==> src/rtl/ceespu_branch_resolver.sv <==
// Execute-stage branch resolver for the ceespu gshare predictor: in-order queue of
// predicted branches, predictor training strobe, mispredict flush/redirect and statistics.
module ceespu_branch_resolver #(
    parameter int QUEUE_LOG2 = 2
) (
    input  logic        clk,
    input  logic        rst,
    input  logic        I_push,
    input  logic [15:0] I_push_pc,
    input  logic        I_push_prediction,
    input  logic [1:0]  I_push_state,
    input  logic        I_resolve,
    input  logic        I_resolve_taken,
    input  logic [15:0] I_resolve_target,
    output logic        O_full,
    output logic        O_empty,
    output logic        update_table,
    output logic [15:0] branch_address,
    output logic [1:0]  branch_prediction_state,
    output logic        branch_taken,
    output logic        O_flush,
    output logic [15:0] O_redirect_pc,
    output logic [15:0] O_mispredict_count,
    output logic        O_error
);

    localparam int DEPTH = 1 << QUEUE_LOG2;
    localparam logic [QUEUE_LOG2:0]   DEPTH_C    = (QUEUE_LOG2+1)'(32'd1 << QUEUE_LOG2);
    localparam logic [QUEUE_LOG2:0]   CNT_ZERO_C = (QUEUE_LOG2+1)'(32'd0);
    localparam logic [QUEUE_LOG2:0]   CNT_ONE_C  = (QUEUE_LOG2+1)'(32'd1);
    localparam logic [QUEUE_LOG2-1:0] PTR_ZERO_C = QUEUE_LOG2'(32'd0);
    localparam logic [QUEUE_LOG2-1:0] PTR_ONE_C  = QUEUE_LOG2'(32'd1);
    localparam logic [15:0]           CNT_MAX_C  = 16'hFFFF;
    localparam logic [15:0]           PC_STEP_C  = 16'd4;

    localparam logic [0:0] ST_RUN   = 1'b0;
    localparam logic [0:0] ST_FLUSH = 1'b1;

    logic [15:0]           pc_mem_r    [DEPTH];
    logic [1:0]            state_mem_r [DEPTH];
    logic [DEPTH-1:0]      pred_mem_r;
    logic [QUEUE_LOG2-1:0] rd_ptr_r;
    logic [QUEUE_LOG2-1:0] wr_ptr_r;
    logic [QUEUE_LOG2:0]   count_r;
    logic [0:0]            fsm_r;

    logic                  full_r;
    logic                  empty_r;
    logic                  update_table_r;
    logic [15:0]           branch_address_r;
    logic [1:0]            branch_state_r;
    logic                  branch_taken_r;
    logic                  flush_r;
    logic [15:0]           redirect_pc_r;
    logic [15:0]           mispredict_count_r;
    logic                  error_r;

    logic                  in_run_s;
    logic                  q_full_s;
    logic                  q_empty_s;
    logic                  pop_s;
    logic                  push_ok_s;
    logic                  mispredict_s;
    logic                  overflow_s;
    logic                  underflow_s;
    logic [15:0]           head_pc_s;
    logic [1:0]            head_state_s;
    logic                  head_pred_s;
    logic [15:0]           redirect_s;
    logic [QUEUE_LOG2:0]   count_next_s;
    logic [0:0]            fsm_next_s;

    assign head_pc_s    = pc_mem_r[rd_ptr_r];
    assign head_state_s = state_mem_r[rd_ptr_r];
    assign head_pred_s  = pred_mem_r[rd_ptr_r];

    // Queue handshake decode; a mispredict kills any same-cycle push because it is wrong-path.
    always_comb begin
        in_run_s     = (fsm_r == ST_RUN);
        q_full_s     = (count_r == DEPTH_C);
        q_empty_s    = (count_r == CNT_ZERO_C);
        pop_s        = in_run_s && I_resolve && !q_empty_s;
        mispredict_s = pop_s && (head_pred_s != I_resolve_taken);
        push_ok_s    = in_run_s && I_push && !mispredict_s && (!q_full_s || pop_s);
        overflow_s   = in_run_s && I_push && q_full_s && !pop_s;
        underflow_s  = in_run_s && I_resolve && q_empty_s;
        if (I_resolve_taken) begin
            redirect_s = I_resolve_target;
        end else begin
            redirect_s = head_pc_s + PC_STEP_C;
        end
    end

    // Occupancy after this edge; drives both the counter and the registered full/empty flags.
    always_comb begin
        count_next_s = count_r;
        if (mispredict_s) begin
            count_next_s = CNT_ZERO_C;
        end else begin
            case ({push_ok_s, pop_s})
                2'b10:   count_next_s = count_r + CNT_ONE_C;
                2'b01:   count_next_s = count_r - CNT_ONE_C;
                default: count_next_s = count_r;
            endcase
        end
    end

    // RUN/FLUSH sequencing: FLUSH is a single wrong-path blanking cycle.
    always_comb begin
        fsm_next_s = ST_RUN;
        case (fsm_r)
            ST_RUN: begin
                if (mispredict_s) begin
                    fsm_next_s = ST_FLUSH;
                end else begin
                    fsm_next_s = ST_RUN;
                end
            end
            ST_FLUSH: fsm_next_s = ST_RUN;
            default:  fsm_next_s = ST_RUN;
        endcase
    end

    // Queue entry storage.
    always_ff @(posedge clk or posedge rst) begin
        if (rst) begin
            for (int i = 0; i < DEPTH; i++) begin
                pc_mem_r[i]    <= 16'h0000;
                state_mem_r[i] <= 2'b00;
            end
            pred_mem_r <= {DEPTH{1'b0}};
        end else if (push_ok_s) begin
            pc_mem_r[wr_ptr_r]    <= I_push_pc;
            state_mem_r[wr_ptr_r] <= I_push_state;
            pred_mem_r[wr_ptr_r]  <= I_push_prediction;
        end
    end

    // Pointers, occupancy, FSM and the registered full/empty flags.
    always_ff @(posedge clk or posedge rst) begin
        if (rst) begin
            rd_ptr_r <= PTR_ZERO_C;
            wr_ptr_r <= PTR_ZERO_C;
            count_r  <= CNT_ZERO_C;
            fsm_r    <= ST_RUN;
            full_r   <= 1'b0;
            empty_r  <= 1'b1;
        end else begin
            if (mispredict_s) begin
                rd_ptr_r <= PTR_ZERO_C;
                wr_ptr_r <= PTR_ZERO_C;
            end else begin
                if (pop_s) begin
                    rd_ptr_r <= rd_ptr_r + PTR_ONE_C;
                end
                if (push_ok_s) begin
                    wr_ptr_r <= wr_ptr_r + PTR_ONE_C;
                end
            end
            count_r <= count_next_s;
            fsm_r   <= fsm_next_s;
            full_r  <= (count_next_s == DEPTH_C);
            empty_r <= (count_next_s == CNT_ZERO_C);
        end
    end

    // Predictor training and mispredict redirect; payloads hold between strobes.
    always_ff @(posedge clk or posedge rst) begin
        if (rst) begin
            update_table_r   <= 1'b0;
            branch_address_r <= 16'h0000;
            branch_state_r   <= 2'b00;
            branch_taken_r   <= 1'b0;
            flush_r          <= 1'b0;
            redirect_pc_r    <= 16'h0000;
        end else begin
            update_table_r <= pop_s;
            flush_r        <= mispredict_s;
            if (pop_s) begin
                branch_address_r <= head_pc_s;
                branch_state_r   <= head_state_s;
                branch_taken_r   <= I_resolve_taken;
            end
            if (mispredict_s) begin
                redirect_pc_r <= redirect_s;
            end
        end
    end

    // Saturating mispredict statistic and sticky overflow/underflow error.
    always_ff @(posedge clk or posedge rst) begin
        if (rst) begin
            mispredict_count_r <= 16'h0000;
            error_r            <= 1'b0;
        end else begin
            if (mispredict_s && (mispredict_count_r != CNT_MAX_C)) begin
                mispredict_count_r <= mispredict_count_r + 16'd1;
            end
            if (overflow_s || underflow_s) begin
                error_r <= 1'b1;
            end
        end
    end

    assign O_full                  = full_r;
    assign O_empty                 = empty_r;
    assign update_table            = update_table_r;
    assign branch_address          = branch_address_r;
    assign branch_prediction_state = branch_state_r;
    assign branch_taken            = branch_taken_r;
    assign O_flush                 = flush_r;
    assign O_redirect_pc           = redirect_pc_r;
    assign O_mispredict_count      = mispredict_count_r;
    assign O_error                 = error_r;

endmodule

==> config.mk <==
export PLATFORM = sky130hd
export DESIGN_NAME = ceespu_branch_resolver
export DESIGN_NICKNAME = d
export VERILOG_FILES = /design/src/rtl/ceespu_branch_resolver.sv
export SDC_FILE = /design/constraint.sdc
export NUM_CORES = 1
export LEC_CHECK = 0
export BUFFER_PORTS_ARGS = -buffer_cell sky130_fd_sc_hd__buf_4
export CORE_ASPECT_RATIO = 1.4
export CORE_MARGIN = 5
export CORE_UTILIZATION = 45
export DETAILED_ROUTE_END_ITERATION = 8
export PLACE_DENSITY = 0.65
export SLEW_MARGIN = 5
export SYNTH_ARGS = -nofsm -noshare
export SYNTH_HDL_FRONTEND = slang
export SYNTH_SLANG_ARGS = --single-unit
==> constraint.sdc <==
create_clock -name clk -period 9.1 [get_ports clk]
set_input_delay 0.455 -clock clk [delete_from_list [all_inputs] [get_ports clk]]
set_output_delay 0.455 -clock clk [all_outputs]
set_load 0.01 [all_outputs]
Yosys cells after proc, flatten, opt, wreduce, memory -nomap -nowiden
Index checks and enable logic that the tools add are counted.

Order comparisons: 6. $add $sub $neg: 6. Muxes and demuxes: 26. Reduce and logical (&&, ||, !) cells: 22. Bitwise operators: 3. Equality and inequality tests: 6.

Operator list (count): $bwmux 64 (1); $mux 16 (4); $bmux 16 s2 (1); $demux 16 s2 (1); $add 16x1->16 const B (1); $add 16x3->16 const B (1); $ne 16x16->1 const B (1); $mux 2 (7); $logic_and 1x1->1 (12); $bwmux 8 (1); $eq 3x3->1 const B (2); $ge 3x3->1 const B (2); $logic_not 3->1 (2); $lt 2x3->1 const B (2); $not 2->3 (2); $pmux 3 s2 (1); $add 2x1->2 const B (2); $bmux 2 s2 (1); $bwmux 4 (1); $demux 2 s2 (1); $logic_not 1->1 (4); $reduce_bool 2->1 (2); $add 3x1->3 const B (1); $lt 3x1->1 const B (1); other kinds (12) (15).

Output and inout port bits: 56. Register bits after elaboration: 140. Logic and storage cells: 92. Input bits: 40.

Depth between registers and ports, before layout
Gate-level depths: netlist of the first run.

Depth in word-level cells: 11. Depth in mapped cells: 12. Depth with buffers taken out: 10.

Worst setup path after synthesis of the first run
No wires, ideal clock.

Path type: flip-flop to flip-flop. Start point: register fsm_r. End point: register full_r (netlist: O_full). Data required time: 8.976 ns. Period minus slack after synthesis: 2.735 ns. Arrival time: 2.611 ns. Cell stages (with the launch flop): 13. Setup slack: 6.365 ns. Setup time: 0.124 ns. Buffers on the path: 2. Cell sequence: dfrtp_1 nand2b_1 or2_2 buf_2 clkinv_1 clkbuf_1 o21ai_0 fa_1 nor2b_1 a31oi_1 o21ai_0 o31a_1 nor3_1.

Cells in the longest elaborated chain, start to end: 11. Elaborated cells on any way between the ends: 14. Those cells by class: eq/ne (3); mux (2); bitwise (1); reduce/logical (8).

RTL lines: start, declared (line 45) `logic [0:0] fsm_r;`; start signal, assigned (line 161) `fsm_r <= fsm_next_s;`; $not 1->1 *; $logic_and 1x1->1 * (2 in series) (line 82) `pop_s = in_run_s && I_resolve && !q_empty_s;`; named net pop_s (line 61) `logic pop_s;`; $logic_and 1x1->1 (line 83) `mispredict_s = pop_s && (head_pred_s != I_resolve_taken);`; $logic_not 1->1 (line 84) `push_ok_s = in_run_s && I_push && !mispredict_s && (!q_full_s || pop_s);`; $logic_and 1x1->1 (2 in series) (line 84); $eq 2x1->1 / $eq 2x2->1 (equally long branches) (line 100) `case ({push_ok_s, pop_s})`; $pmux 3 s2 (line 100); $mux 3 * (line 97) `if (mispredict_s) begin`; $eq 3x3->1 * (line 162) `full_r <= (count_next_s == DEPTH_C);`; end signal, assigned (line 162); end, declared (line 47) `logic full_r;`.

The timed path passes the listed nets; every way through them passes the cells marked *. A chain may end at the register's enable or synchronous reset.

Worst setup path after layout of the first run
Start point: register count_r[2]. End point: register redirect_pc_r[10] (netlist: O_redirect_pc[10]).

Cells in the longest elaborated chain, start to end: 4.

RTL lines: start, declared (line 44) `logic [QUEUE_LOG2:0] count_r;`; start signal, assigned (line 160) `count_r <= count_next_s;`; $logic_not 3->1 (line 81) `q_empty_s = (count_r == CNT_ZERO_C);`; $logic_not 1->1 (line 82); $logic_and 1x1->1 (line 82); $logic_and 1x1->1 (line 83); end signal, assigned (line 185) `redirect_pc_r <= redirect_s;`; end, declared (line 54) `logic [15:0] redirect_pc_r;`.

Every way passes these cells.

==> results of run 1 <==
-- kinds of logic after synthesis --
family,share of synthesized area (%)
adder cells (fa/ha/maj),1.48
AO/OA/AOI/OAI,5.61
buffers and inverters,2.19
XOR/XNOR,4.47
flip-flops,54.4
multiplexers,20.4
AND/OR/NAND/NOR,11.4
-- through the flow --
step / util [%] / instance area (µm²) / hold WS [ns] / setup slack, ns / power, mW
after floorplan: - / 6440 / 0.474 / 4.89 / 1.94
after global placement: 52.4 / 7330 / 0.448 / 5.66 / 2.30
after detailed placement: 52.4 / 7330 / 0.456 / 5.52 / 2.35
after CTS: 56.6 / 7910 / 0.104 / 5.49 / 3.05
after global routing: 56.6 / 7910 / 0.140 / 5.16 / 3.21
final: 56.6 / 7910 / 0.0879 / 5.48 / 3.02
-- path summary, 6_finish.rpt --
check,end,start,slack (ns),depth (start not counted)
worst min register to register,O_error$_DFFE_PP0P_,O_error$_DFFE_PP0P_,0.46,1
worst max register to register,O_redirect_pc[10]$_DFFE_PP0N_,count_r[2]$_DFF_PP0_,5.48,7
worst min-delay path,O_mispredict_count[14]$_DFFE_PP0P_,rst,0.09,2
worst max-delay path,O_redirect_pc[10]$_DFFE_PP0N_,count_r[2]$_DFF_PP0_,5.48,7
max in group asynchronous,O_redirect_pc[7]$_DFFE_PP0N_,rst,7.56,3
min in group clk,pc_mem_r[62]$_DFFE_PP0P_,I_push_pc[14],0.29,2
-- worst max-delay path, delay by kind of cell (launching register included) --
family | cells | cell delay [ns]
flip-flops | 1 | 0.45
AO/OA/AOI/OAI | 1 | 0.17
AND/OR/NAND/NOR | 4 | 1.71
buffers and inverters | 2 | 1.14
-- cells in the mapped netlist (all sizes together), types with 2 or more instances --
cell type / number
mux4: 19
a22oi: 7
and3: 2
nand4: 8
buf: 10
o22ai: 2
xnor2: 28
xor2: 4
clkbuf: 8
or2: 3
o221ai: 2
a21oi: 7
a31oi: 4
ha: 6
nand3: 14
nand2: 91
o21ai: 23
nor3: 8
inv: 13
a22o: 7
dfrtp: 139
mux2i: 2
nor3b: 3
mux2: 77
nor4: 5
nand2b: 2
nor2: 17
-- final cells by class --
class	instances	area share, %
well taps	185	2.92
repair buffers	98	9.30
clock buffers	17	5.38
inverters	14	0.727
flip-flops and latches	140	44.3
clock inverters	15	2.06
multi-input cells	352	35.3
-- power by group through the flow --
| stage | Sequential [mW] | Combinational [mW] | Clock (mW) |
|---|---|---|---|
| 4_1_cts | 1.09 | 1.26 | 0.700 |
| 6_report | 1.09 | 1.24 | 0.686 |
| 3_5_place_dp | 1.10 | 1.25 | 0 |
| 5_1_grt | 1.12 | 1.37 | 0.725 |
| 3_3_place_gp | 1.08 | 1.22 | 0 |
| 2_1_floorplan | 1.09 | 0.848 | 0 |
-- metal layers --
layer	global-route usage (%)	part of all wire, %
met2	33.1	54
met5	0	0
met1	21.6	41
met4	5.54	1.7
met3	4.37	3.7
-- registers in the layout, summed over array words and instances (netlist names), 2 cells and up --
signal                   cells
O_redirect_pc               16
wr_ptr_r                     2
branch_address              16
branch_prediction_state      2
pred_mem_r                   4
count_r                      3
rd_ptr_r                     2
pc_mem_r                    64
state_mem_r                  8
O_mispredict_count          16
==> summary.md, run 1 <==
| Metric | Value |
|---|---|
| Initial standard-cell utilization of the core | 46.1% |
| Switching share of total power | between 30% and 40% |
| Sum of negative setup slack | 0 ns |
| Share of power burned in combinational logic | ~40% |
| Max Fanout on Critical Path | 28 |
| Synth warn | 0 |
| Remaining Overflow, GRT | 0 |
| Core area | about 14,000 µm² |
| Layout Cells excl Fill | roughly 820 |
| Library cell with the largest summed area after synthesis | sky130_fd_sc_hd__dfrtp_1 |
| Clock transition at the register clock pins on the worst setup and hold paths after CTS | about 0.060 ns |
| Power per cell area | between 300 and 400 nW/µm² |
| Number of nets in the layout | between 600 and 700 |
| First DRT Iteration DRCs | 225 |
| Worst clock skew | approximately 0.0066 ns |
| Wire length of the first global-routing pass | around 24 mm |
| CTS sink cnt | 140 |
| Data required time at the worst endpoint | around 9.4 ns |
| Seq/Total Area, Yosys | between 50% and 60% |
| Detailed placer's ending HPWL | 10.4 mm |
| DP Cell Count | 789 |
| Max-slew violation total from the final report | 0 |
| Depth of the CTS H-tree | 4 |
| Most frequent standard cell in the layout excluding fill and tap cells | sky130_fd_sc_hd__dfrtp_1 |
| Worst min path class | input pin to asynchronous set/reset pin |
| Kind of critical path | flop to flop |
| Input/output buffers | 95 |
| Maximum vdd drop | 133 µV |
| Seq pwr share | 36.1% |
| Post-route clock period utilization | just under 40% |
| Per-cell routed wire length | between 15 and 20 µm |
| Clock root buffer | sky130_fd_sc_hd__clkbuf_16 |
| Quantity of hold-fixing buffers added after cts | 0 |
| Slew at the pin closest to its max-slew limit | 1.04 ns |
| Relative max-transition margin | 30.8% |
| Fraction of final layout cells with drive strength greater than 1 | between 30% and 40% |
| Syn avg cell area | 12.3 µm² |
| Max-capacitance violation count | 0 |
| Final weighted congestion in routability-driven placement | approximately 0.86 |
| Area growth, synth to finish | 22.8% |
| Crit-path cells | nor3_2 > or2_2 > clkinv_1 > nand2_1 > inv_1 > nand2_1 > o221ai_1 |
| Slowest stage cell on the critical path | sky130_fd_sc_hd__clkinv_1 |
| Detailed-route vias per instance | roughly 5.4 |
| Cell count after synthesis | around 520 |
| # fillers | ~1,200 |
| Post-detailed-route count of antenna-violating nets | 0 |
| Antenna fix cells | 0 |
| Placement row count | between 50 and 60 |
| Die Ht | 152 µm |
| Worst-Skew Late Latency | approximately 0.42 ns |
| CP Capture Type | flop |
| Chip width | 111 µm |
| Number of remaining DRC errors | 0 |
| Highest-count cells in the layout ignoring fill and taps | sky130_fd_sc_hd__dfrtp_1 (139), sky130_fd_sc_hd__buf_4 (98), sky130_fd_sc_hd__nand2_1 (87) |
| Category of the worst setup path launch point | flop |
| Arrival time of the worst setup path | 3.90 ns |
| Share of async-settable or async-resettable flops after synthesis | 100% |
| Int Pwr | around 1.9 mW |
| Number of enable flip-flop cells after synthesis | 0 |
| Via count of the first global-routing pass | 4,670 |
| Clock period minus worst slack | between 3 and 4 ns |
| Most frequently used flop master after synthesis | sky130_fd_sc_hd__dfrtp_1 |
| Peak clock frequency supported by timing | ~280 MHz |
| Endpoints failing hold | 0 |
| Initial antenna violation count | 0 |
| Sequential standard cell area | around 3500 µm² |
| Synth Net Count | between 500 and 600 |
| Unrepaired setup endpoints after global routing | false |
| Via Count | approximately 4,400 |
| Die area | around 17,000 µm² |
| Top area cells in the synthesized netlist | sky130_fd_sc_hd__dfrtp_1 (54%), sky130_fd_sc_hd__mux2_2 (13%), sky130_fd_sc_hd__mux4_2 (6.6%) |
| Post-CTS Repair Setup Buffers | 0 |
| Area occupied by multi-input gates | between 2000 and 3000 µm² |
| Number of library cell types mapped by synthesis | 49 |
| Number of ports placed on the die boundary | 96 |
| Number of CTS-inserted buffers | 17 |
| Total of flip-flops plus latches after synthesis | 140 |
| Tot GR Track Use | a little under a fifth |
| DRT Wirelength | ~15 mm |
| Count of final setup violators | 0 |
| Synth top area share | roughly 54% |
| Max clock buf depth | 2 |
| Cells resized by post-CTS repair | 0 |
| Clock share of power | roughly 23% |
| Clock tree from TritonCTS | yes |
| Cell area after technology mapping | around 6400 µm² |
| Number of detailed-routing iterations run before antenna repair | 6 |
| Pin count of the biggest net entering global routing | 84 |
| Cell seen most often among critical-path stages | sky130_fd_sc_hd__nand2_1 |
| Result of the run | finished, final reports clean |
| Net switching component of the power | 1.08 mW |
| Peak per-stage delay on the critical path | around 0.79 ns |
| Cell leakage power | roughly 3.6 nW |
Note: power is estimated with default switching activity, not from simulation.
==> run 2: changes to the inputs <==
--- a/config.mk
+++ b/config.mk
@@ -5,6 +5,7 @@
 export SDC_FILE = /design/constraint.sdc
 export NUM_CORES = 1
 export LEC_CHECK = 0
+export ABC_AREA = 1
 export BUFFER_PORTS_ARGS = -buffer_cell sky130_fd_sc_hd__buf_4
 export CORE_ASPECT_RATIO = 1.4
 export CORE_MARGIN = 5
==> constraint.sdc (replaced) <==
create_clock -name clk -period 3.4 [get_ports clk]
set_input_delay 0.17 -clock clk [delete_from_list [all_inputs] [get_ports clk]]
set_output_delay 0.17 -clock clk [all_outputs]
set_load 0.01 [all_outputs]
==> run 2 against run 1 <==
  * Final cell count rose by 21%
  * Clock skew rose by 0.0025 ns
  * Sequential cell count did not move
  * Sequential share of layout area fell by 1.6 points
  * Power rose to 2.8 times the previous value
  * Die area rose by 3.0%
  * Design area rose by 3.8%
  * Clock power rose to 2.9 times the previous value
  * Largest cell class unchanged
==> summary.md, run 2 <==
| Metric | Value |
|---|---|
| Category of the worst setup path launch point | flop |
| First DRT Iteration DRCs | 279 (+24%) |
| Tot GR Track Use | 19.3% (+1.0 points) |
| Seq/Total Area, Yosys | 52.7% (-1.7 points) |
| Initial antenna violation count | 0 (unchanged) |
| Cells resized by post-CTS repair | 0 (unchanged) |
| Max-slew violation total from the final report | 0 (unchanged) |
| Number of enable flip-flop cells after synthesis | 0 (unchanged) |
| Cell seen most often among critical-path stages | sky130_fd_sc_hd__nand2_1 |
| Max Fanout on Critical Path | 36 (+29%) |
| # fillers | 1,264 (+9.4%) |
| Total design power | 8.35 mW (+180%) |
| Pin count of the biggest net entering global routing | 105 (+25%) |
| Worst clock skew | 0.00907 ns (+0.00250 ns) |
| Most frequently used flop master after synthesis | sky130_fd_sc_hd__dfrtp_1 |
| Top area cells in the synthesized netlist | sky130_fd_sc_hd__dfrtp_1 (52%), sky130_fd_sc_hd__nand2_1 (10%), sky130_fd_sc_hd__mux2_2 (9.8%) |
| Number of nets in the layout | 837 (+25%) |
| DRT Wirelength | 16.0 mm (+7.6%) |
| Unrepaired setup endpoints after global routing | false |
| Clock root buffer | sky130_fd_sc_hd__clkbuf_16 |
| Slowest stage cell on the critical path | sky130_fd_sc_hd__dfrtp_1 |
| Syn avg cell area | 9.62 µm² (-22%) |
| Final core utilization | 56.6% (about the same) |
| Via Count | 5,141 (+17%) |
| Critical path buffer and inverter count | 2 (unchanged) |
| Detailed-route vias per instance | 5.19 (-3.2%) |
| Top-count cell post-synth | sky130_fd_sc_hd__nand2_1 |
| Data required time at the worst endpoint | 3.70 ns (-5.68 ns) |
| Library cell with the largest summed area after synthesis | sky130_fd_sc_hd__dfrtp_1 |
| Final weighted congestion in routability-driven placement | 0.870 (+0.72%) |
| Hold path endpoint | pc_mem_r[17]$_DFFE_PP0P_ |
| Cell area after technology mapping | 6650 µm² (+3.3%) |
| Area growth, synth to finish | 23.5% |
| Most frequent standard cell in the layout excluding fill and tap cells | sky130_fd_sc_hd__nand2_1 |
| Arrival time of the worst setup path | 2.97 ns (-0.93 ns) |
| Fin Hold WS | 0.00622 ns (-0.0816 ns) |
| Antenna fix cells | 0 (unchanged) |
| Share of async-settable or async-resettable flops after synthesis | 100% (unchanged) |
| Clock share of power | 24.1% (+1.4 points) |
| Synth warn | 0 (unchanged) |
| Max FFs per register | 64 (unchanged) |
| Cell leakage power | 4.02 nW (+13%) |
| Kind of critical path | flop to flop |
| Wire length of the first global-routing pass | 26.6 mm (+10%) |
| Worst-Skew Late Latency | 0.42 ns (about the same) |
| Post-route clock period utilization | 78.5% (+39 points) |
| Core area | 14,500 µm² (+3.8%) |
| DP Cell Count | 956 (+21%) |
| Clock tree from TritonCTS | yes |
| Peak clock frequency supported by timing | 375 MHz (+36%) |
| Int Pwr | 5.21 mW (+170%) |
| CTS sink cnt | 140 (unchanged) |
| Worst min path class | input pin to flop |
| Detailed placer's ending HPWL | 11.3 mm (+8.9%) |
| Result of the run | finished, final reports clean |
| Maximum vdd drop | 391 µV (+190%) |
| Crit-path cells | inv_6 > nand2_1 > nand3_1 > nand2_1 > nand2_1 > nand3_4 > nand3_4 > nor2_4 > buf_12 > mux2_2 |
| Count of final setup violators | 0 (unchanged) |
| Placement row count | 52 (+2.0%) |
| Synth Net Count | 739 (+29%) |
| Number of ports placed on the die boundary | 96 (unchanged) |
| Clock transition at the register clock pins on the worst setup and hold paths after CTS | 0.06 ns (about the same) |
| Initial standard-cell utilization of the core | 45.9% (-0.24 points) |
| Number of library cell types mapped by synthesis | 35 (-29%) |
| Slew at the pin closest to its max-slew limit | 0.841 ns (-0.197 ns) |
| Share of power burned in combinational logic | 41.3% (about the same) |
| Layout Cells excl Fill | 991 (+21%) |
| Hold path cells | 3 |
| Clock period minus worst slack | 2.67 ns (-0.951 ns) |
| Die Ht | 154 µm (+1.5%) |
| Total of flip-flops plus latches after synthesis | 140 (unchanged) |
| Post-detailed-route count of antenna-violating nets | 0 (unchanged) |
| Max clock buf depth | 2 (unchanged) |
| CP Capture Type | flop |
| Synth top area share | 52.3% (-1.7 points) |
| Seq pwr share | 34.5% (-1.6 points) |
| Peak per-stage delay on the critical path | 0.65 ns (-0.14 ns) |
| Worst setup slack for register-to-register paths | 0.73 ns (-4.75 ns) |
| Die area | 17,400 µm² (+3.0%) |
| Source of the worst hold timing path | I_push_pc[1] |
| Cell count after synthesis | 692 (+32%) |
| Sum of negative setup slack | 0 ns (unchanged) |
| Beginning of the worst register-to-register path | rd_ptr_r[0]$_DFFE_PP0P_ |
| Number of remaining DRC errors | 0 (unchanged) |
| Input/output buffers | 95 (unchanged) |
| Remaining Overflow, GRT | 0 (unchanged) |
| Chip width | 113 µm (+1.5%) |
| Switching share of total power | 37.6% (+1.7 points) |
| Worst reg-to-reg path cell count | 10 (+3) |
| Number of CTS-inserted buffers | 17 (unchanged) |
| Net switching component of the power | 3.14 mW (+190%) |
| Commonest cells post-synth | sky130_fd_sc_hd__nand2_1 (183), sky130_fd_sc_hd__dfrtp_1 (139), sky130_fd_sc_hd__nand3_1 (59) |
| Depth of the CTS H-tree | 4 (unchanged) |
| Number of detailed-routing iterations run before antenna repair | 4 (-2) |
| Via count of the first global-routing pass | 5,244 (+12%) |
| Per-cell routed wire length | 16.2 µm (-11%) |
| Reg2Reg Capture Point | pc_mem_r[62]$_DFFE_PP0P_ |
| Endpoints failing hold | 0 (unchanged) |
| Power per cell area | 1020 nW/µm² (+170%) |
| Cell type group with the largest total delay on the critical path | simple AND/OR/NAND/NOR gates |
| Fraction of final layout cells with drive strength greater than 1 | 26.3% (-12 points) |
| Most flop-heavy register | pc_mem_r |
| Relative max-transition margin | 43.8% (+13 points) |
| Max-capacitance violation count | 0 (unchanged) |
| Highest-count cells in the layout ignoring fill and taps | sky130_fd_sc_hd__nand2_1 (183), sky130_fd_sc_hd__dfrtp_1 (139), sky130_fd_sc_hd__buf_4 (103) |
-- run 2: cell count changes in the layout (fill, tap and decap cells not counted), moves of 19 or more --
| cell | previous run | this run |
|---|---|---|
| sky130_fd_sc_hd__nand2_1 | 87 | 183 |
| sky130_fd_sc_hd__o21ai_0 | 22 | 47 |
| sky130_fd_sc_hd__mux2_2 | 77 | 58 |
| sky130_fd_sc_hd__mux4_2 | 19 | 0 |
| sky130_fd_sc_hd__xnor2_1 | 27 | 7 |
| sky130_fd_sc_hd__inv_1 | 11 | 54 |
| sky130_fd_sc_hd__nand3_1 | 14 | 59 |
-- run 2: kinds of logic (layout without fill, tap and decap cells) --
family | Yosys count | count (layout) | share of synthesized area [%]
and+or+nand+nor | 293 | 293 | 19.1
xor gates and xnor gates | 18 | 18 | 2.37
buffers and inverters | 89 | 199 | 6.56
DFF | 140 | 140 | 52.7
adders and majority gates | 7 | 7 | 1.43
AOI/OAI and AO/OA | 78 | 78 | 6.49
muxes | 67 | 67 | 11.3
-- run 2: repair_timing --
item,in CTS,in global routing
hold buffers,4,0
setup buffers,0,0
hold endpoints to repair,40,0
-- run 2: tightest hold or removal path, stage by stage --
cell and delay, ns:
sky130_fd_sc_hd__buf_4 0.11, sky130_fd_sc_hd__nand2_1 0.05, sky130_fd_sc_hd__o21ai_0 0.06
-- run 2: worst max path at each step --
| stage | startpoint | end | cells past startpoint |
|---|---|---|---|
| after floorplan | rd_ptr_r[0]$_DFFE_PP0P_ | O_empty$_DFF_PP1_ | 16 |
| after global placement | rd_ptr_r[0]$_DFFE_PP0P_ | pc_mem_r[11]$_DFFE_PP0P_ | 10 |
| after detailed placement | rd_ptr_r[0]$_DFFE_PP0P_ | pc_mem_r[62]$_DFFE_PP0P_ | 9 |
| after CTS | rd_ptr_r[0]$_DFFE_PP0P_ | pc_mem_r[62]$_DFFE_PP0P_ | 10 |
| after global routing | rd_ptr_r[0]$_DFFE_PP0P_ | O_empty$_DFF_PP1_ | 15 |
| final | rd_ptr_r[0]$_DFFE_PP0P_ | pc_mem_r[62]$_DFFE_PP0P_ | 10 |
-- run 2: layout make-up --
class / count / area [µm²] / area share [%]
timing repair buffer: 111 / 893 / 10.9
clock buffer: 19 / 453 / 5.51
clock inverter: 12 / 194 / 2.36
multi-input combinational: 463 / 2710 / 33.0
tap: 189 / 236 / 2.88
inverter: 57 / 223 / 2.71
sequential: 140 / 3500 / 42.7
-- run 2: power groups by stage --
stage | registers, mW | clock network (mW) | logic, mW
detailed placement | 2.90 | 0 | 3.45
CTS | 2.88 | 2.05 | 3.48
finish | 2.88 | 2.01 | 3.45
global route | 2.97 | 2.13 | 3.86
floorplan | 2.88 | 0 | 2.33
global placement | 2.88 | 0 | 3.35
-- run 2: per-stage QoR --
| step | instance area [µm²] | setup slack [ns] |
|---|---|---|
| after floorplan | 6660 | 1.45 |
| after global placement | 7530 | 0.790 |
| after detailed placement | 7530 | 0.754 |
| after CTS | 8220 | 0.743 |
| after global routing | 8220 | 0.512 |
| final | 8220 | 0.730 |
-- run 2: routing by layer --
| metal | track usage [%] | vias to the layer above | wire (µm) |
|---|---|---|---|
| li1 | - | 2457 | - |
| met1 | 23.8 | 2537 | 6570 |
| met2 | 32.8 | 123 | 8370 |
| met3 | 4.25 | 24 | 748 |
| met4 | 7.27 | 0 | 337 |
| met5 | 0 | - | 0 |
